`src/rtl/uart_pkg.sv`:
```
// Shared UART definitions: rx state encoding, frame defaults and bit-period limits.
package uart_pkg;

  typedef enum logic [2:0] {
    StIdle,
    StStart,
    StData,
    StStop,
    StWaitIdle
  } rx_state_e;

  localparam int unsigned DATA_BITS_DEFAULT = 8;

  // Smallest usable bit period; the transmitter applies the same floor.
  localparam logic [15:0] CLOCK_DIV_MIN = 16'd4;

  function automatic logic [15:0] clamp_div(input logic [15:0] div);
    return (div < CLOCK_DIV_MIN) ? CLOCK_DIV_MIN : div;
  endfunction

endpackage

```
`src/rtl/uart_rx_sync.sv`:
```
// N-flop synchronizer for an asynchronous serial line; flops reset to the idle (high) level.
module uart_rx_sync #(
  parameter int unsigned STAGES = 2
) (
  input  logic clock,
  input  logic reset,
  input  logic d,
  output logic q
);

  logic [STAGES-1:0] sync_q;

  always_ff @(posedge clock or posedge reset) begin
    if (reset) begin
      sync_q <= '1;
    end else begin
      sync_q <= {sync_q[STAGES-2:0], d};
    end
  end

  assign q = sync_q[STAGES-1];

endmodule

```
`src/rtl/uart_rx.sv`:
```
// 8N1 UART receiver: LSB-first frames, one-cycle valid/error strobes.
// Define UART_RX_MAJORITY_EN for 2-of-3 majority sampling around each mid-bit point.
module uart_rx
  import uart_pkg::*;
#(
  parameter int unsigned SYNC_STAGES = 2,
  parameter int unsigned DATA_BITS   = DATA_BITS_DEFAULT
) (
  input  logic                 clock,
  input  logic                 reset,
  input  logic [15:0]          clock_div,
  input  logic                 rx,
  output logic [DATA_BITS-1:0] rx_data,
  output logic                 rx_valid,
  output logic                 rx_error,
  output logic                 rx_busy
);

  localparam int unsigned IdxW = (DATA_BITS > 1) ? $clog2(DATA_BITS) : 1;

`ifdef UART_RX_MAJORITY_EN
  localparam logic [15:0] SampleDelay = 16'd1;
`else
  localparam logic [15:0] SampleDelay = 16'd0;
`endif

  rx_state_e            state_q, state_d;
  logic [15:0]          cnt_q, cnt_d;
  logic [15:0]          div_q, div_d;
  logic [IdxW-1:0]      idx_q, idx_d;
  logic [DATA_BITS-1:0] shift_q, shift_d;
  logic [DATA_BITS-1:0] data_q, data_d;
  logic                 valid_q, valid_d;
  logic                 error_q, error_d;
  logic [SYNC_STAGES-1:0] prime_q;
  logic                 prev_q;
  logic                 rxs;
  logic                 sample;
  logic                 start_edge;
  logic                 tick;

  uart_rx_sync #(
    .STAGES(SYNC_STAGES)
  ) u_sync (
    .clock(clock),
    .reset(reset),
    .d    (rx),
    .q    (rxs)
  );

`ifdef UART_RX_MAJORITY_EN
  logic h1_q, h2_q;

  always_ff @(posedge clock or posedge reset) begin
    if (reset) begin
      h1_q <= 1'b1;
      h2_q <= 1'b1;
    end else begin
      h1_q <= rxs;
      h2_q <= h1_q;
    end
  end

  assign sample = (rxs & h1_q) | (rxs & h2_q) | (h1_q & h2_q);
`else
  assign sample = rxs;
`endif

  // prev_q only goes high on a real line sample, so a line held low out of reset is no edge.
  assign start_edge = prev_q & ~rxs;
  assign tick       = (cnt_q == 16'd0);

  always_comb begin
    state_d = state_q;
    cnt_d   = cnt_q;
    div_d   = div_q;
    idx_d   = idx_q;
    shift_d = shift_q;
    data_d  = data_q;
    valid_d = 1'b0;
    error_d = 1'b0;

    unique case (state_q)
      StIdle: begin
        if (start_edge) begin
          state_d = StStart;
          div_d   = clamp_div(clock_div);
          cnt_d   = (div_d >> 1) - 16'd1 + SampleDelay;
        end
      end
      StStart: begin
        if (tick) begin
          if (sample) begin
            state_d = StIdle;
          end else begin
            state_d = StData;
            idx_d   = '0;
            cnt_d   = div_q - 16'd1;
          end
        end else begin
          cnt_d = cnt_q - 16'd1;
        end
      end
      StData: begin
        if (tick) begin
          shift_d[idx_q] = sample;
          cnt_d          = div_q - 16'd1;
          if (idx_q == IdxW'(DATA_BITS - 1)) begin
            state_d = StStop;
          end else begin
            idx_d = idx_q + 1'b1;
          end
        end else begin
          cnt_d = cnt_q - 16'd1;
        end
      end
      StStop: begin
        if (tick) begin
          if (sample) begin
            data_d  = shift_q;
            valid_d = 1'b1;
            state_d = StIdle;
          end else begin
            error_d = 1'b1;
            state_d = StWaitIdle;
          end
        end else begin
          cnt_d = cnt_q - 16'd1;
        end
      end
      StWaitIdle: begin
        if (rxs) begin
          state_d = StIdle;
        end
      end
      default: state_d = StIdle;
    endcase
  end

  always_ff @(posedge clock or posedge reset) begin
    if (reset) begin
      state_q <= StIdle;
      cnt_q   <= '0;
      div_q   <= CLOCK_DIV_MIN;
      idx_q   <= '0;
      shift_q <= '0;
      data_q  <= '0;
      valid_q <= 1'b0;
      error_q <= 1'b0;
      prime_q <= '0;
      prev_q  <= 1'b0;
    end else begin
      state_q <= state_d;
      cnt_q   <= cnt_d;
      div_q   <= div_d;
      idx_q   <= idx_d;
      shift_q <= shift_d;
      data_q  <= data_d;
      valid_q <= valid_d;
      error_q <= error_d;
      prime_q <= {prime_q[SYNC_STAGES-2:0], 1'b1};
      prev_q  <= rxs & prime_q[SYNC_STAGES-1];
    end
  end

  assign rx_data  = data_q;
  assign rx_valid = valid_q;
  assign rx_error = error_q;
  assign rx_busy  = (state_q != StIdle);

endmodule

```
`config.mk`:
```
export PLATFORM = sky130hd
export DESIGN_NAME = uart_rx
export DESIGN_NICKNAME = d
export VERILOG_FILES = /design/src/rtl/uart_pkg.sv /design/src/rtl/uart_rx_sync.sv /design/src/rtl/uart_rx.sv
export SDC_FILE = /design/constraint.sdc
export NUM_CORES = 1
export LEC_CHECK = 0
export ABC_AREA = 1
export ABC_CLOCK_PERIOD_IN_PS = 1650
export CAP_MARGIN = 0
export CORE_MARGIN = 8
export CORE_UTILIZATION = 36
export DETAILED_ROUTE_END_ITERATION = 10
export PLACE_DENSITY_LB_ADDON = 0.1
export REMOVE_ABC_BUFFERS = 1
export SYNTH_ARGS = -nofsm -noshare
export SYNTH_HDL_FRONTEND = slang
export SYNTH_HIERARCHICAL = 1
export SYNTH_SLANG_ARGS = --single-unit
```
`constraint.sdc`:
```
create_clock -name clock -period 1.65 [get_ports clock]
set_input_delay 0.2475 -clock clock [delete_from_list [all_inputs] [get_ports clock]]
set_output_delay 0.2475 -clock clock [all_outputs]
set_load 0.01 [all_outputs]
```
==> flow_metrics.env <==
export IMPL_grt_ovfl_total=0
export IMPL_r2r_cells=13
export IMPL_netlist_instances=592
export IMPL_layout_nets=775
export IMPL_r2r_start="cnt_q[0]"
export IMPL_std_cell_rows=38
export IMPL_via_count=4293
export IMPL_rsz0062_at_grt="yes"
export IMPL_post_route_min_period_ns=1.67
export IMPL_io_pins=30
export IMPL_cts_tree="yes"
export IMPL_path_class="reg -> reg"
export IMPL_placed_cell_area_um2=5180
export IMPL_whs_ns=0.146
export IMPL_cts_sinks=61
export IMPL_critPathMaxFanout=7
export IMPL_min_path_type="in -> async"
export IMPL_maxCapViolCount=0
export IMPL_syn_area_per_cell_um2=6.84
export IMPL_critPathLaunch="cnt_q[0]"
export IMPL_ys_top_cells_by_area="dfrtp_1, nand2_1, nor2_1"
export IMPL_multi_input_area_um2=2620
export IMPL_core_area_um2=10900
export IMPL_yosys_cell_count_top_type="nand2_1"
export IMPL_endpoint_kind="register"
export IMPL_synth_edf_count=0
export IMPL_slew_viol_final=0
export IMPL_async_reset_ff_share_pct=100
export IMPL_outcome="complete, but fails checks"
export IMPL_n_antenna_cell=0
export IMPL_hold_viol=0
export IMPL_grt_max_degree=26
export IMPL_tns_ns=-0.0436
export IMPL_synth_seq_cells=61
export IMPL_path_cells="inv_2 -> ha_4 -> nand2_8 -> inv_4 -> nand2_4 -> nor2_8 -> nand2_4 -> nand2_8 -> buf_4 -> nor2_1 -> nand3_2 -> nand2_2 -> inv_1"
export IMPL_powerDensity_nw_per_um2=1420
export IMPL_p_total_w=0.00879
export IMPL_r2r_setup_slack_ns=-0.02
export IMPL_cp_start_kind="register"
export IMPL_seqCellArea_um2=1530
export IMPL_setup_violations=4
export IMPL_required_ns=1.88
export IMPL_wl_per_cell_um=14.3
export IMPL_drc=0
export IMPL_arrival_ns=1.90
export IMPL_fillers=1035
export IMPL_dr_pass1_iters=5
export IMPL_grt_usage_pct=17.8
export IMPL_max_freq_ghz=0.599
export IMPL_yosys_area_top_type="dfrtp_1"
export IMPL_clk_pin_slew_ns=0.06
export IMPL_period_share_pct=101
export IMPL_syn2layout_area_growth_pct=53.0
export IMPL_cpPeakStageDelay_ns=0.37
export IMPL_routed_wl_mm=12.8
export IMPL_dieHeight_um=122
export IMPL_clockRootBuffer="clkbuf_16"
export IMPL_antenna_found_initial=0
export IMPL_port_buffer_count=29
export IMPL_htreeDepth=3
export IMPL_routed_via_density=4.79
export IMPL_insertion_delay_ns=0.34
export IMPL_detailed_place_hpwl_mm=9.54
export IMPL_die_x_um=122
export IMPL_power_leakage_nw=3.11
export IMPL_utilization_pct=56.7
export IMPL_cpMaxStageDelayCell="dfrtp_1"
export IMPL_setup_ws_ns=-0.0188
export IMPL_syn_area_um2=4050
export IMPL_ys_top_cells_by_count="nand2_1, nor2_1, inv_1, dfrtp_1, nand3_1"
export IMPL_drive_gt1_share_pct=36.9
export IMPL_start_util_pct=37.0
export IMPL_die_area_um2=14900
export IMPL_numCtsBuffers=9
export IMPL_max_vdd_ir_drop_mv=0.812
export IMPL_grt_pass1_wl_mm=20.9
export IMPL_ys_warn_count=6
export IMPL_drt_initial_drc_count=250
export IMPL_fin_worst_skew_ns=0.00789
export IMPL_synth_seq_area_share_pct=37.8
export IMPL_antenna_left=0
export IMPL_final_area_um2=6200
export IMPL_synth_distinct_cells=41
export IMPL_cts_buffer_depth=2
export IMPL_synth_top_cell_area_share_pct=35.8
export IMPL_synth_flop_cell="dfrtp_1"
export IMPL_routabilityCongestion=0.911
export IMPL_grt_pass1_vias=4274
export IMPL_endpoint="cnt_q[11]"
export IMPL_regToRegEndpoint="cnt_q[11]"
export IMPL_violations="setup timing"
-- power by group --
| part | leakage (nW) | internal [W] | total, W | switching (W) |
|---|---|---|---|---|
| clock network | 0.138 | 0.00117 | 0.00193 | 0.000759 |
| logic | 2.21 | 0.00195 | 0.00453 | 0.00258 |
| registers | 0.764 | 0.00194 | 0.00233 | 0.000382 |
| total | 3.11 | 0.00507 | 0.00879 | 0.00372 |
-- worst max-delay path: cells and delay by family (launching register included) --
family | cells | cell delay [ns]
AND/OR/NAND/NOR | 8 | 0.71
flip-flops | 1 | 0.37
buffers and inverters | 4 | 0.30
adder cells (fa/ha/maj) | 1 | 0.18
-- worst min path at each step --
| stage | start | end | slack, ns |
|---|---|---|---|
| after floorplan | reset | u_sync/sync_q[0] | 0.16 |
| after global placement | prime_q[0] | prime_q[1] | 0.33 |
| after detailed placement | prime_q[0] | prime_q[1] | 0.33 |
| after CTS | reset | prime_q[1] | 0.14 |
| after global routing | reset | prime_q[1] | 0.16 |
| final | reset | prime_q[1] | 0.15 |
-- layer usage --
layer	wire [um]	global-route usage, %	vias to the layer above
li1	-	-	2193
met1	5550	21.6	1979
met4	346	7.16	0
met5	0	0	-
met3	534	3.15	24
met2	6360	30.6	97
-- per-stage QoR --
step	instances	worst slack, ns
after global routing	896	-0.121
final	896	-0.0188
after global placement	839	-0.962
after CTS	886	-0.0168
after detailed placement	839	-0.994
after floorplan	583	-0.355
-- registers in the layout, summed over array words and instances, names as in the netlist, 2 cells and up --
register	flops
rx_data	8
prime_q	2
shift_q	8
div_q	16
state_q	3
cnt_q	16
u_sync/sync_q	2
idx_q	3
-- cells by family (layout without fill, tap and decap cells) --
group,count (synthesis),count (layout),synth area share [%]
buffers and inverters,80,244,8.21
flip-flops,61,61,37.8
XOR/XNOR,17,17,3.68
AO/OA/AOI/OAI,63,63,8.55
other,1,1,0.0926
adder cells (fa/ha/maj),5,5,1.54
AND/OR/NAND/NOR,365,365,40.1
-- area by class of cell --
cell class / count / share of cell area [%]
Sequential cell: 61 / 24.7
Multi-Input combinational cell: 451 / 42.3
Tap cell: 140 / 2.83
Clock inverter: 7 / 1.21
Timing Repair Buffer: 157 / 20.7
Clock buffer: 9 / 3.63
Inverter: 71 / 4.64
-- placed cells by master, fill, tap and decap left out, types with 7 or more instances in the layout --
cell type and instances:
nand3_1 41, inv_2 9, nand3_2 13, nand2_1 158
xor2_1 11, nand2_2 19, nor2_2 17, nor2_1 63
a21oi_1 10, o21ai_1 14, dfrtp_1 57, o21ai_0 22
inv_1 57, clkbuf_2 8, nand4_1 7, nor2_4 23
buf_6 8, clkdlybuf4s50_1 14, nand2_4 8, buf_4 114
clkbuf_16 9
-- timing repair --
action,CTS,global route
endpoints found under the setup margin,39,39
hold buffers,0,0
endpoints found under the hold margin,0,0
buffers inserted,31,10
pin swaps,30,44
resized for setup,83,107
Power figures use the tool's default switching activity.
